===== src/rtl/action_irq_ctrl_if.sv =====
// Sideband bundle between the HLS kernel(s), action_irq_ctrl and the action wrapper:
// kernel interrupt levels, host interrupt/ack handshake and control-register hijack strobes.
interface action_irq_ctrl_if #(
    parameter int unsigned NUM_IRQ = 4,
    parameter int unsigned CTXW    = 9
);
    logic [NUM_IRQ-1:0] irq_in;
    logic               interrupt;
    logic [63:0]        interrupt_src;
    logic [CTXW-1:0]    interrupt_ctx;
    logic               interrupt_ack;
    logic               reg_wr_valid;
    logic [31:0]        reg_wr_addr;
    logic [31:0]        reg_wr_data;
    logic               reg_rd_valid;
    logic [31:0]        reg_rd_addr;
    logic [31:0]        reg_rd_data;
    logic               irq_busy;

    modport slave (
        input  irq_in, interrupt_ack,
        input  reg_wr_valid, reg_wr_addr, reg_wr_data,
        input  reg_rd_valid, reg_rd_addr,
        output interrupt, interrupt_src, interrupt_ctx,
        output reg_rd_data, irq_busy
    );

    modport master (
        output irq_in, interrupt_ack,
        output reg_wr_valid, reg_wr_addr, reg_wr_data,
        output reg_rd_valid, reg_rd_addr,
        input  interrupt, interrupt_src, interrupt_ctx,
        input  reg_rd_data, irq_busy
    );
endinterface


===== src/rtl/action_irq_ctrl.sv =====
// Round-robin interrupt arbiter and wrapper-owned register window for HLS actions.
// Optional ack-timeout re-issue is enabled by defining ACTION_IRQ_TIMEOUT_EN.
module action_irq_ctrl #(
    parameter int unsigned NUM_IRQ       = 4,
    parameter int unsigned CTXW          = 9,
    parameter logic [31:0] ACTION_TYPE   = 32'h10143009,
    parameter logic [31:0] RELEASE_LEVEL = 32'h00000001,
    parameter logic [31:0] BASE_ADDR     = 32'h00010000,
    parameter int unsigned ACK_TIMEOUT   = 1024
) (
    input  logic            clk,
    input  logic            resetn,
    action_irq_ctrl_if.slave bus
);
    localparam int unsigned IDXW    = (NUM_IRQ > 1) ? $clog2(NUM_IRQ) : 1;
    localparam logic [31:0] WIN_END = 32'h00000018 + 32'(8 * NUM_IRQ);

    typedef enum logic [1:0] {
        IDLE     = 2'd0,
        ISSUE    = 2'd1,
        WAIT_ACK = 2'd2
    } state_e;

    state_e             state_q;
    logic [NUM_IRQ-1:0] irq_q;
    logic [NUM_IRQ-1:0] pending_q;
    logic [NUM_IRQ-1:0] pending_d;
    logic [NUM_IRQ-1:0] enable_q;
    logic [NUM_IRQ-1:0] enable_d;
    logic [NUM_IRQ-1:0] edge_s;
    logic [NUM_IRQ-1:0] grant_mask_s;
    logic [IDXW-1:0]    last_grant_q;
    logic [IDXW-1:0]    grant_idx_s;
    logic               grant_vld_s;
    logic               interrupt_q;
    logic               busy_q;
    logic [63:0]        src_q;
    logic [CTXW-1:0]    ctx_q;
    logic [31:0]        src_lo_q [NUM_IRQ];
    logic [31:0]        src_hi_q [NUM_IRQ];
    logic [31:0]        rd_data_q;
    logic [31:0]        rd_mux_s;
    logic [15:0]        pend16_s;
    logic               timeout_s;
    logic               to_flag_s;

    logic [31:0] wr_off_s, rd_off_s, wr_src_off_s, rd_src_off_s;
    logic        wr_hit_s, rd_in_win_s, status_rd_s;

    assign wr_off_s     = bus.reg_wr_addr - BASE_ADDR;
    assign rd_off_s     = bus.reg_rd_addr - BASE_ADDR;
    assign wr_src_off_s = wr_off_s - 32'h00000018;
    assign rd_src_off_s = rd_off_s - 32'h00000018;
    assign wr_hit_s     = bus.reg_wr_valid && (bus.reg_wr_addr >= BASE_ADDR) &&
                          (wr_off_s < WIN_END) && (wr_off_s[1:0] == 2'b00);
    assign rd_in_win_s  = (bus.reg_rd_addr >= BASE_ADDR) && (rd_off_s < WIN_END) &&
                          (rd_off_s[1:0] == 2'b00);
    assign status_rd_s  = bus.reg_rd_valid && rd_in_win_s && (rd_off_s == 32'h00000004);
    assign edge_s       = bus.irq_in & ~irq_q;

    // Round-robin search starting just after the last granted line.
    always_comb begin
        grant_vld_s = 1'b0;
        grant_idx_s = last_grant_q;
        for (int unsigned k = 1; k <= NUM_IRQ; k++) begin
            int unsigned cand;
            cand = 32'(last_grant_q) + k;
            if (cand >= NUM_IRQ) begin
                cand = cand - NUM_IRQ;
            end else begin
                cand = cand;
            end
            if (!grant_vld_s && pending_q[IDXW'(cand)]) begin
                grant_vld_s = 1'b1;
                grant_idx_s = IDXW'(cand);
            end else begin
                grant_vld_s = grant_vld_s;
            end
        end
    end

    // Next enable mask and pending set; a new edge wins over a same-cycle grant clear.
    always_comb begin
        enable_d     = enable_q;
        grant_mask_s = '0;
        if (wr_hit_s && (wr_off_s == 32'h00000008)) begin
            enable_d = bus.reg_wr_data[NUM_IRQ-1:0];
        end else begin
            enable_d = enable_q;
        end
        if ((state_q == IDLE) && grant_vld_s) begin
            grant_mask_s[grant_idx_s] = 1'b1;
        end else begin
            grant_mask_s = '0;
        end
        pending_d = ((pending_q & ~grant_mask_s) | (edge_s & enable_q)) & enable_d;
    end

    // Serving FSM with registered pulse, busy and latched source address.
    always_ff @(posedge clk) begin
        if (!resetn) begin
            state_q      <= IDLE;
            irq_q        <= '0;
            pending_q    <= '0;
            last_grant_q <= IDXW'(NUM_IRQ - 1);
            interrupt_q  <= 1'b0;
            busy_q       <= 1'b0;
            src_q        <= 64'h0;
        end else begin
            irq_q     <= bus.irq_in;
            pending_q <= pending_d;
            case (state_q)
                IDLE: begin
                    if (grant_vld_s) begin
                        state_q      <= ISSUE;
                        interrupt_q  <= 1'b1;
                        busy_q       <= 1'b1;
                        src_q        <= {src_hi_q[grant_idx_s], src_lo_q[grant_idx_s]};
                        last_grant_q <= grant_idx_s;
                    end else begin
                        interrupt_q <= 1'b0;
                        busy_q      <= 1'b0;
                    end
                end
                ISSUE: begin
                    state_q     <= WAIT_ACK;
                    interrupt_q <= 1'b0;
                    busy_q      <= 1'b1;
                end
                WAIT_ACK: begin
                    if (bus.interrupt_ack) begin
                        state_q     <= IDLE;
                        interrupt_q <= 1'b0;
                        busy_q      <= 1'b0;
                    end else if (timeout_s) begin
                        state_q     <= ISSUE;
                        interrupt_q <= 1'b1;
                        busy_q      <= 1'b1;
                    end else begin
                        interrupt_q <= 1'b0;
                        busy_q      <= 1'b1;
                    end
                end
                default: begin
                    state_q     <= IDLE;
                    interrupt_q <= 1'b0;
                    busy_q      <= 1'b0;
                end
            endcase
        end
    end

`ifdef ACTION_IRQ_TIMEOUT_EN
    localparam int unsigned CNTW = (ACK_TIMEOUT > 1) ? $clog2(ACK_TIMEOUT) : 1;
    logic [CNTW-1:0] to_cnt_q;
    logic            to_flag_q;

    assign timeout_s = (state_q == WAIT_ACK) && !bus.interrupt_ack &&
                       (to_cnt_q == CNTW'(ACK_TIMEOUT - 1));
    assign to_flag_s = to_flag_q;

    // Ack-wait counter and sticky timeout flag; a fresh timeout beats a STATUS read clear.
    always_ff @(posedge clk) begin
        if (!resetn) begin
            to_cnt_q  <= '0;
            to_flag_q <= 1'b0;
        end else begin
            if ((state_q == WAIT_ACK) && !bus.interrupt_ack && !timeout_s) begin
                to_cnt_q <= to_cnt_q + CNTW'(1);
            end else begin
                to_cnt_q <= '0;
            end
            if (timeout_s) begin
                to_flag_q <= 1'b1;
            end else if (status_rd_s) begin
                to_flag_q <= 1'b0;
            end else begin
                to_flag_q <= to_flag_q;
            end
        end
    end
`else
    assign timeout_s = 1'b0;
    assign to_flag_s = 1'b0;
`endif

    // Wrapper-owned register writes.
    always_ff @(posedge clk) begin
        if (!resetn) begin
            ctx_q    <= '0;
            enable_q <= '1;
            for (int i = 0; i < int'(NUM_IRQ); i++) begin
                src_lo_q[i] <= 32'h0;
                src_hi_q[i] <= 32'h0;
            end
        end else begin
            enable_q <= enable_d;
            if (wr_hit_s && (wr_off_s == 32'h00000000)) begin
                ctx_q <= bus.reg_wr_data[CTXW-1:0];
            end
            if (wr_hit_s && (wr_off_s >= 32'h00000018)) begin
                if (wr_src_off_s[2]) begin
                    src_hi_q[wr_src_off_s[IDXW+2:3]] <= bus.reg_wr_data;
                end else begin
                    src_lo_q[wr_src_off_s[IDXW+2:3]] <= bus.reg_wr_data;
                end
            end
        end
    end

    // Read mux; anything outside the window belongs to the kernel and reads as zero.
    always_comb begin
        rd_mux_s = 32'h0;
        pend16_s = 16'h0;
        pend16_s[NUM_IRQ-1:0] = pending_q;
        if (rd_in_win_s) begin
            if (rd_off_s == 32'h00000000) begin
                rd_mux_s[CTXW-1:0] = ctx_q;
            end else if (rd_off_s == 32'h00000004) begin
                rd_mux_s = {to_flag_s, busy_q, 14'h0, pend16_s};
            end else if (rd_off_s == 32'h00000008) begin
                rd_mux_s[NUM_IRQ-1:0] = enable_q;
            end else if (rd_off_s == 32'h00000010) begin
                rd_mux_s = ACTION_TYPE;
            end else if (rd_off_s == 32'h00000014) begin
                rd_mux_s = RELEASE_LEVEL;
            end else if (rd_off_s >= 32'h00000018) begin
                rd_mux_s = rd_src_off_s[2] ? src_hi_q[rd_src_off_s[IDXW+2:3]]
                                           : src_lo_q[rd_src_off_s[IDXW+2:3]];
            end else begin
                rd_mux_s = 32'h0;
            end
        end else begin
            rd_mux_s = 32'h0;
        end
    end

    // Read data is held until the next read strobe.
    always_ff @(posedge clk) begin
        if (!resetn) begin
            rd_data_q <= 32'h0;
        end else if (bus.reg_rd_valid) begin
            rd_data_q <= rd_mux_s;
        end else begin
            rd_data_q <= rd_data_q;
        end
    end

    assign bus.interrupt     = interrupt_q;
    assign bus.interrupt_src = src_q;
    assign bus.interrupt_ctx = ctx_q;
    assign bus.reg_rd_data   = rd_data_q;
    assign bus.irq_busy      = busy_q;
endmodule

===== src/flat_wrapper.sv =====
// flat-port wrapper written by rule: the top's interface ports become plain ports
module action_irq_ctrl_flat 
#(
    parameter int unsigned NUM_IRQ       = 4,
    parameter int unsigned CTXW          = 9,
    parameter logic [31:0] ACTION_TYPE   = 32'h10143009,
    parameter logic [31:0] RELEASE_LEVEL = 32'h00000001,
    parameter logic [31:0] BASE_ADDR     = 32'h00010000,
    parameter int unsigned ACK_TIMEOUT   = 1024
)
  (clk, resetn, bus_irq_in, bus_interrupt_ack, bus_reg_wr_valid, bus_reg_wr_addr, bus_reg_wr_data, bus_reg_rd_valid, bus_reg_rd_addr, bus_interrupt, bus_interrupt_src, bus_interrupt_ctx, bus_reg_rd_data, bus_irq_busy);
  action_irq_ctrl_if #(.NUM_IRQ(NUM_IRQ), .CTXW(CTXW)) bus_i ();
  input  logic clk;
  input  logic resetn;
  input wire logic [$bits(bus_i.irq_in)-1:0] bus_irq_in;
  input wire logic [$bits(bus_i.interrupt_ack)-1:0] bus_interrupt_ack;
  input wire logic [$bits(bus_i.reg_wr_valid)-1:0] bus_reg_wr_valid;
  input wire logic [$bits(bus_i.reg_wr_addr)-1:0] bus_reg_wr_addr;
  input wire logic [$bits(bus_i.reg_wr_data)-1:0] bus_reg_wr_data;
  input wire logic [$bits(bus_i.reg_rd_valid)-1:0] bus_reg_rd_valid;
  input wire logic [$bits(bus_i.reg_rd_addr)-1:0] bus_reg_rd_addr;
  output wire logic [$bits(bus_i.interrupt)-1:0] bus_interrupt;
  output wire logic [$bits(bus_i.interrupt_src)-1:0] bus_interrupt_src;
  output wire logic [$bits(bus_i.interrupt_ctx)-1:0] bus_interrupt_ctx;
  output wire logic [$bits(bus_i.reg_rd_data)-1:0] bus_reg_rd_data;
  output wire logic [$bits(bus_i.irq_busy)-1:0] bus_irq_busy;
  assign bus_i.irq_in = bus_irq_in;
  assign bus_i.interrupt_ack = bus_interrupt_ack;
  assign bus_i.reg_wr_valid = bus_reg_wr_valid;
  assign bus_i.reg_wr_addr = bus_reg_wr_addr;
  assign bus_i.reg_wr_data = bus_reg_wr_data;
  assign bus_i.reg_rd_valid = bus_reg_rd_valid;
  assign bus_i.reg_rd_addr = bus_reg_rd_addr;
  assign bus_interrupt = bus_i.interrupt;
  assign bus_interrupt_src = bus_i.interrupt_src;
  assign bus_interrupt_ctx = bus_i.interrupt_ctx;
  assign bus_reg_rd_data = bus_i.reg_rd_data;
  assign bus_irq_busy = bus_i.irq_busy;
  action_irq_ctrl #(.NUM_IRQ(NUM_IRQ), .CTXW(CTXW), .ACTION_TYPE(ACTION_TYPE), .RELEASE_LEVEL(RELEASE_LEVEL), .BASE_ADDR(BASE_ADDR), .ACK_TIMEOUT(ACK_TIMEOUT)) u_core (.clk(clk), .resetn(resetn), .bus(bus_i));
endmodule

===== config.mk =====
export PLATFORM = sky130hd
export DESIGN_NAME = action_irq_ctrl_flat
export DESIGN_NICKNAME = d
export VERILOG_FILES = /design/src/rtl/action_irq_ctrl_if.sv /design/src/rtl/action_irq_ctrl.sv /design/src/flat_wrapper.sv
export SDC_FILE = /design/constraint.sdc
export NUM_CORES = 1
export LEC_CHECK = 0
export CORE_MARGIN = 3
export CORE_UTILIZATION = 50
export CTS_BUF_LIST = sky130_fd_sc_hd__clkbuf_8 sky130_fd_sc_hd__clkbuf_16
export DETAILED_ROUTE_END_ITERATION = 10
export PLACE_DENSITY = 0.72
export SETUP_SLACK_MARGIN = 0.15
export SKIP_CTS_REPAIR_TIMING = 1
export SLEW_MARGIN = 30
export SYNTH_ARGS = -nofsm -noshare
export SYNTH_HDL_FRONTEND = slang
export SYNTH_SLANG_ARGS = --single-unit
export TNS_END_PERCENT = 30

===== constraint.sdc =====
create_clock -name clk -period 7.2 [get_ports clk]
set_input_delay 1.8 -clock clk [delete_from_list [all_inputs] [get_ports clk]]
set_output_delay 1.8 -clock clk [all_outputs]
set_load 0.02 [all_outputs]

==> flow_summary.toml, run 1 <==
[setup_path]
r2r_cells = 7
path_class = "input pin to flop"
critPathRequiredTime_ns = 7.44
endpoint_kind = "flop"
critPathBufInv = 2
worstReg2RegEnd = "u_core.bus.interrupt_src[3]"
rr_startpoint = "u_core.last_grant_q[0]"
r2r_slack_ns = 4.16
worstSetupStartpoint = "bus_reg_wr_addr[22]"
path_depth = 8
worstSetupStartpointType = "input pin"
cp_cell_sequence = "clkdlybuf4s50_1 > or4_4 > or2_1 > or4_1 > nor4_2 > nand2b_1 > o21ai_4 > buf_12"
crit_arrival_ns = 5.43
critPathMaxFanout = 17
critPathSlowestCell = "o21ai_4"
crit_end = "u_core.src_lo_q[0][17]"
worst_path_dominant_cell_family = "simple AND/OR/NAND/NOR gates"
max_stage_delay_ns = 0.73

[die]
io_pins = 212
initial_core_util = 0.509
rows = 69
core_um2 = 35700
die_x_um = 197
fp.dieH_um = 197
die_area_um2 = 38700

[hold_path]
hp-class = "flop to flop"

[synth]
synth-seq-cells = 379
netlist_instances = 1423
ys_warn_count = 0
ys_types = 60
yosys.area.top_type = "edfxtp_1"
synthTopCellsByArea = "edfxtp_1 42%, mux4_2 16%, dfxtp_1 14%, and2_1 9.2%, nand2_1 3.6%"
synth_ff_type = "edfxtp_1"
syn_nets = 1533
yosysTopAreaCellShare = 0.423
synth_edf_count = 256
synth.yosys.seq_area_share = 0.558
syn-cell-area_um2 = 18200
synth.avg_cell_area_um2 = 12.8
ys_async_sr_fraction = 0

[timing]
finClkSkew_ns = 0.0160
finalHoldViolations = 0
max_slew_margin = 0.295
holdWs_ns = 0.453
final.period_utilization = 0.721
fmax_mhz = 193
min_period_ns = 5.19
slew_violations = 0
rsz0062_at_grt = "no"
setup_ws_ns = 2.01
finalSetupViolCount = 0
tns_ns = 0
worst-slew-pin-transition_ns = 1.05

[place]
dp_slack_ns = 1.49
place_congestion = 0.820
port_buffers = 211
hpwl_mm = 31.9

[clock_network]
cts-htree-levels = 2
clock_latency_ns = 0.54
cts_buffers = 39
cts_sinks = 379
clk_path_buf_depth = 3
cts_tree = "yes"
root_buffer = "clkbuf_16"
path_clk_slew_ns = 0.06

[route]
drc_errors = 0
wl_per_cell_um = 23.8
firstDrtPassIters = 5
drt_iter0_markers = 1212
viasPerCell = 6.10
ant_nets = 0
num_vias = 12800
wirelength_mm = 50.1

[grt]
grt.busiest_layer = "met2"
grt_max_degree = 60
grt_util_met1 = 0.349
grtUsageTotal = 0.257
grt_pass1_vias = 12700
overflow = 0
grt_pass1_wl_mm = 76.0
grt_antenna_before_repair = 1
grt.met2_usage = 0.429
gr-usage-met3 = 0.0468

[run]
cap_violations = 0

[final_layout]
nFillCells = 2791
layout_common_cells = "266 x and2_1, 256 x edfxtp_1, 210 x clkdlybuf4s50_1"
drive_gt1_frac = 0.154
syn2layout_area_growth_pct = 22.0
nets = 1724
diodes = 0
final_common_cell = "and2_1"

[pwr]
powerDensity_nw_per_um2 = 259
p_leak_nw = 7.74
vdd_drop_max_mv = 0.212
power_w = 0.00575

[run_status]
outcome = "finished clean"
==> cell type report <==
class                   count  area (µm²)  share of cell area
clock inverters            26         175             0.00789
clock buffers              46        1080              0.0488
well taps                 461         577              0.0260
flip-flops and latches    379       10100               0.457
multi-input cells         934        7750               0.349
repair buffers            243        2390               0.108
inverters                  17        65.1             0.00293
==> through the flow <==
step | std cells | utilization | instance area (µm²)
finish | 2106 | 0.621 | 22200
global route | 2106 | 0.621 | 22200
CTS | 2106 | 0.621 | 22200
detailed placement | 2034 | 0.586 | 20900
global placement | 2034 | 0.585 | 20900
floorplan | 1423 | - | 18200
==> routing by layer <==
| metal | part of all wire | wire, µm |
|---|---|---|
| met2 | 0.49 | 24500 |
| met3 | 0.082 | 4110 |
| met5 | 0.00026 | 13 |
| met4 | 0.025 | 1250 |
| met1 | 0.40 | 20300 |
==> worst min path at each step <==
stage | start | end | cells past startpoint
after floorplan | u_core.enable_q[3] | u_core.pending_q[3] | 2
after global placement | u_core.bus.reg_rd_data[1] | u_core.bus.reg_rd_data[1] | 2
after detailed placement | u_core.bus.interrupt_src[14] | u_core.bus.interrupt_src[14] | 2
after CTS | u_core.bus.interrupt_src[14] | u_core.bus.interrupt_src[14] | 2
after global routing | u_core.bus.interrupt_src[14] | u_core.bus.interrupt_src[14] | 2
final | u_core.bus.interrupt_src[14] | u_core.bus.interrupt_src[14] | 2
==> tightest hold or removal path: cells and delay by family (launching register included) <==
kind | cells | cell delay, ns
flops | 1 | 0.31
simple gates | 1 | 0.05
compound gates | 1 | 0.05
==> state kept, by name, indices dropped and copies added (netlist names) <==
register / cells
u_core.irq_q: 4
u_core.bus.interrupt_src: 64
u_core.bus.interrupt: 1
u_core.state_q: 2
u_core.pending_q: 4
u_core.enable_q: 4
u_core.last_grant_q: 2
u_core.src_lo_q: 128
u_core.bus.reg_rd_data: 32
u_core.bus.irq_busy: 1
u_core.bus.interrupt_ctx: 9
u_core.src_hi_q: 128
==> cells in the mapped netlist (all sizes together), types with 10 or more instances <==
| master | count |
|---|---|
| and2 | 266 |
| edfxtp | 256 |
| nand2 | 172 |
| mux4 | 128 |
| dfxtp | 123 |
| a21oi | 74 |
| clkbuf | 72 |
| o21ai | 55 |
| nor2 | 46 |
| mux2i | 45 |
| buf | 21 |
| nor4 | 20 |
| inv | 16 |
| a31oi | 11 |
| nor3 | 11 |
| nand3 | 10 |
==> report_power, final <==
part           switching [W]  internal (W)  leakage, nW  total, W
clock               0.000826       0.00114        0.666   0.00197
sequential         0.0000894       0.00248         3.44   0.00257
combinational       0.000648      0.000563         3.64   0.00121
==> logic make-up (layout without fill, tap and decap cells) <==
group           count (synthesis)  in the layout  synth area share
fa+ha+maj                       5              5           0.00344
xor+xnor                        2              2          0.000964
buf+inv                       110            332            0.0248
simple gates                  575            575             0.172
flops                         379            379             0.558
compound gates                179            179            0.0573
mux                           173            173             0.183
(Power assumes the default switching activity.)
==> run 2: changes to the inputs <==
--- a/config.mk
+++ b/config.mk
@@ -9,7 +9,7 @@
 export CORE_UTILIZATION = 50
 export CTS_BUF_LIST = sky130_fd_sc_hd__clkbuf_8 sky130_fd_sc_hd__clkbuf_16
 export DETAILED_ROUTE_END_ITERATION = 10
-export PLACE_DENSITY = 0.72
+export PLACE_DENSITY = 0.75
 export SETUP_SLACK_MARGIN = 0.15
 export SKIP_CTS_REPAIR_TIMING = 1
 export SLEW_MARGIN = 30
==> constraint.sdc (replaced) <==
create_clock -name clk -period 4.45 [get_ports clk]
set_input_delay 1.1125 -clock clk [delete_from_list [all_inputs] [get_ports clk]]
set_output_delay 1.1125 -clock clk [all_outputs]
set_load 0.02 [all_outputs]
==> flow_summary.toml, run 2 (same netlist as run 1, synthesis figures left out) <==
[die]
rows = 69
initial_core_util = 0.509
fp.dieH_um = 197
io_pins = 212
die_x_um = 197
die_area_um2 = 38700
core_um2 = 35700

[route]
wirelength_mm = 50.4
num_vias = 13000
firstDrtPassIters = 5
wl_met3_mm = 4.29
wl_met2_mm = 24.4
drt_iter0_markers = 1073
ant_nets = 0
wl_met1_mm = 20.3
drc_errors = 0
viasPerCell = 6.06
top_layer_used = "met5"
wl_per_cell_um = 23.6

[timing]
max_slew_margin = 0.428
worst-slew-pin-transition_ns = 0.857
finalHoldViolations = 0
slew_violations = 0
fmax_mhz = 259
final.period_utilization = 0.868
min_period_ns = 3.86
finClkSkew_ns = 0.0143
finalSetupViolCount = 0
setup_ws_ns = 0.586
rsz0062_at_grt = "no"

[pwr]
powerDensity_nw_per_um2 = 404
vdd_drop_max_mv = 0.249
p_leak_nw = 7.96

[final_layout]
layout_common_cells = "266 x and2_1, 256 x edfxtp_1, 210 x clkdlybuf4s50_1"
nets = 1758
fin_area_um2 = 22600
fin_cells = 2138
drive_gt1_frac = 0.167
nFillCells = 2709
register_area_um2 = 10100
multi_input_area_um2 = 7740
final_common_cell = "and2_1"
diodes = 0
syn2layout_area_growth_pct = 24.0

[clock_network]
clock_latency_ns = 0.52
clk_path_buf_depth = 3
cts-htree-levels = 2
root_buffer = "clkbuf_16"
cts_sinks = 379
path_clk_slew_ns = 0.06
cts_buffers = 38
cts_tree = "yes"

[setup_path]
cp_cell_sequence = "clkdlybuf4s50_1 > or4_4 > or2_1 > or4_1 > nor4_2 > buf_4 > nand2_1 > buf_4 > o31ai_4 > buf_12"
worst_path_dominant_cell_family = "simple AND/OR/NAND/NOR gates"
critPathSlowestCell = "or4_1"
endpoint_kind = "flop"
critPathRequiredTime_ns = 4.67
critPathMaxFanout = 16
crit_arrival_ns = 4.09
path_class = "input pin to flop"
worstSetupStartpointType = "input pin"
critPathBufInv = 4
cpMostUsedCell = "buf_4"
max_stage_delay_ns = 0.54

[grt]
grt_max_degree = 89
grt_pass1_vias = 13000
grtUsageTotal = 0.258
grt_pass1_wl_mm = 76.7
grt_antenna_before_repair = 4
overflow = 0

[place]
dp.cells = 2069
place_congestion = 0.853
hpwl_mm = 33.3
dp_slack_ns = 0.0800
port_buffers = 211
postPlaceCellArea_um2 = 21400

[hold_path]
hp-class = "flop to flop"

[run_status]
outcome = "finished clean"

[run]
cap_violations = 0
==> run 2: cell types whose count changed in the layout (fill, tap and decap cells not counted), moves of 2 or more <==
cell / previous run / this run
clkinv_2: 7 / 3
buf_4: 30 / 49
clkbuf_8: 6 / 4
clkinv_1: 5 / 1
inv_1: 26 / 35
buf_12: 3 / 19
==> run 2: path summary, 6_finish.rpt <==
check	start	endpoint	slack (ns)	cells past startpoint
setup reg to reg	u_core.last_grant_q[0]	u_core.bus.interrupt_src[3]	1.67	7
setup / recovery	bus_reg_wr_addr[22]	u_core.src_hi_q[1][14]	0.59	10
hold / removal	u_core.bus.reg_rd_data[3]	u_core.bus.reg_rd_data[3]	0.45	2
hold reg to reg	u_core.bus.reg_rd_data[3]	u_core.bus.reg_rd_data[3]	0.45	2
==> run 2: power by group <==
group | total, W | switching (W) | internal [W] | leakage [nW]
clock network | 0.00299 | 0.00128 | 0.00171 | 0.644
registers | 0.00416 | 0.000154 | 0.00401 | 3.44
logic | 0.00197 | 0.00104 | 0.000925 | 3.88
==> run 2: worst min-delay path, delay by kind of cell, from the launching register on <==
family          cells  cell delay [ns]
flops               1             0.31
simple gates        1             0.05
compound gates      1             0.05
==> run 2: area by class of cell <==
| type | count | share of cell area |
|---|---|---|
| Clock buffer | 43 | 0.0457 |
| Clock inverter | 26 | 0.00599 |
| Inverter | 17 | 0.00288 |
| Multi-Input combinational cell | 934 | 0.343 |
| Sequential cell | 379 | 0.450 |
| Tap cell | 461 | 0.0256 |
| Timing Repair Buffer | 278 | 0.126 |
==> run 2: metal layers <==
metal | up-vias | global-route usage
li1 | 5738 | -
met1 | 6491 | 0.349
met2 | 629 | 0.426
met3 | 91 | 0.0532
met4 | 6 | 0.0795
met5 | - | 0
==> run 2: stage by stage <==
step,hold slack [ns],setup TNS [ns],power [W],utilization
3_5_place_dp,0.443,0,0.00620,0.598
3_3_place_gp,0.439,0,0.00617,0.598
6_report,0.453,0,0.00912,0.631
4_1_cts,0.455,0,0.00916,0.631
2_1_floorplan,0.442,-105.75,0.00538,-
5_1_grt,0.471,0,0.00944,0.631
==> run 3: changes to the inputs <==
--- a/config.mk
+++ b/config.mk
@@ -9,10 +9,9 @@
 export CORE_UTILIZATION = 50
 export CTS_BUF_LIST = sky130_fd_sc_hd__clkbuf_8 sky130_fd_sc_hd__clkbuf_16
 export DETAILED_ROUTE_END_ITERATION = 10
+export MAX_ROUTING_LAYER = met4
 export PLACE_DENSITY = 0.75
-export SETUP_SLACK_MARGIN = 0.15
 export SKIP_CTS_REPAIR_TIMING = 1
-export SLEW_MARGIN = 30
 export SYNTH_ARGS = -nofsm -noshare
 export SYNTH_HDL_FRONTEND = slang
 export SYNTH_SLANG_ARGS = --single-unit
==> flow_summary.toml, run 3 (same netlist as run 1, synthesis figures left out) <==
[route]
wl_met3_mm = 4.26
wirelength_mm = 50.5
firstDrtPassIters = 7
wl_met1_mm = 20.4
top_layer_used = "met4"
wl_met2_mm = 24.5
wl_per_cell_um = 23.6
drt_iter0_markers = 1334
drc_errors = 0
ant_nets = 0
num_vias = 12900
viasPerCell = 6.02

[run]
cap_violations = 0

[timing]
tns_ns = 0
rsz0062_at_grt = "no"
holdWs_ns = 0.453
max_slew_margin = 0.232
worst-slew-pin-transition_ns = 1.15
finalHoldViolations = 0
fmax_mhz = 259
slew_violations = 0
final.period_utilization = 0.866
finClkSkew_ns = 0.0193
min_period_ns = 3.85
finalSetupViolCount = 0

[grt]
grt_max_degree = 89
grt_pass1_vias = 13100
grtUsageTotal = 0.269
grt_antenna_before_repair = 0
overflow = 0
grt_pass1_wl_mm = 77.5

[setup_path]
critPathMaxFanout = 16
critPathRequiredTime_ns = 4.68
max_stage_delay_ns = 0.54
critPathSlowestCell = "or4_1"
rr_startpoint = "u_core.last_grant_q[0]"
path_class = "input pin to flop"
r2r_cells = 7
worstSetupStartpointType = "input pin"
cpMostUsedCell = "buf_4"
crit_arrival_ns = 4.08
worstReg2RegEnd = "u_core.bus.interrupt_src[3]"
r2r_slack_ns = 1.69
endpoint_kind = "flop"
cp_cell_sequence = "clkdlybuf4s50_1 > or4_4 > or2_1 > or4_1 > nor4_2 > buf_4 > nand2_1 > buf_4 > o31ai_4 > buf_12"

[pwr]
intPower_w = 0.00680
p_leak_nw = 7.96
netSwitchingFraction = 0.271
power_w = 0.00932
p_clk_frac = 0.342
pwr-share-seq = 0.447
vdd_drop_max_mv = 0.268
powerDensity_nw_per_um2 = 412
p_sw_w = 0.00252
comb_power_share = 0.211

[final_layout]
multi_input_area_um2 = 7740
fin_cells = 2138
diodes = 0
register_area_um2 = 10100
nets = 1758
drive_gt1_frac = 0.171
nFillCells = 2679
final_common_cell = "and2_1"
layout_common_cells = "266 x and2_1, 256 x edfxtp_1, 210 x clkdlybuf4s50_1"
syn2layout_area_growth_pct = 24.5
final_util = 0.633

[clock_network]
cts_tree = "yes"
cts_buffers = 38
clk_path_buf_depth = 3
cts-htree-levels = 2
root_buffer = "clkbuf_16"
clock_latency_ns = 0.53
cts_sinks = 379
path_clk_slew_ns = 0.06

[hold_path]
hold_start = "u_core.bus.reg_rd_data[15]"
hold-path-endpoint = "u_core.bus.reg_rd_data[15]"
hold_depth = 2
hp-class = "flop to flop"

[place]
hpwl_mm = 33.3
port_buffers = 211
place_congestion = 0.867
dp.cells = 2069

[die]
rows = 69
die_x_um = 197
initial_core_util = 0.509
fp.dieH_um = 197
core_um2 = 35700
io_pins = 212
die_area_um2 = 38700

[run_status]
outcome = "finished clean"
-- run 3: metrics by stage --
step | setup slack [ns] | cell area (µm²)
global placement | 0.0622 | 21400
global route | 0.417 | 22600
finish | 0.596 | 22600
detailed placement | 0.0707 | 21400
CTS | 0.591 | 22600
floorplan | -0.415 | 18200
-- run 3: worst max path at each step --
stage,from,endpoint,slack (ns),depth (start not counted)
after global routing,bus_reg_rd_addr[16],u_core.bus.reg_rd_data[28],0.42,10
after global placement,bus_reg_wr_addr[22],u_core.src_hi_q[1][4],0.06,10
after floorplan,bus_reg_wr_addr[22],u_core.src_lo_q[0][0],-0.42,7
final,bus_reg_wr_addr[22],u_core.src_hi_q[1][1],0.60,10
after detailed placement,bus_reg_wr_addr[22],u_core.src_hi_q[1][5],0.07,10
after CTS,bus_reg_wr_addr[22],u_core.src_hi_q[1][12],0.59,10
-- run 3: power by group through the flow --
stage	clock, W	sequential, W	combinational (W)
6_report	0.00319	0.00416	0.00197
5_1_grt	0.00336	0.00419	0.00209
4_1_cts	0.00322	0.00416	0.00198
3_5_place_dp	0	0.00423	0.00197
3_3_place_gp	0	0.00421	0.00196
2_1_floorplan	0	0.00434	0.00104
-- run 3: final cells by class --
type                    count  share of cell area
clock inverters            24             0.00719
multi-input cells         934               0.342
clock buffers              45              0.0483
flip-flops and latches    379               0.448
well taps                 461              0.0255
repair buffers            278               0.126
inverters                  17             0.00287
-- run 3: metal layers --
| layer | vias to the layer above | GRT usage |
|---|---|---|
| met1 | 6432 | 0.355 |
| met5 | - | - |
| met3 | 93 | 0.0415 |
| li1 | 5736 | - |
| met4 | 0 | 0.0789 |
| met2 | 616 | 0.437 |
-- run 3: critical path: cells and delay by family --
kind                   cells  cell delay, ns
and+or+nand+nor            5            1.66
buffers and inverters      4            1.00
AOI/OAI and AO/OA          1            0.29
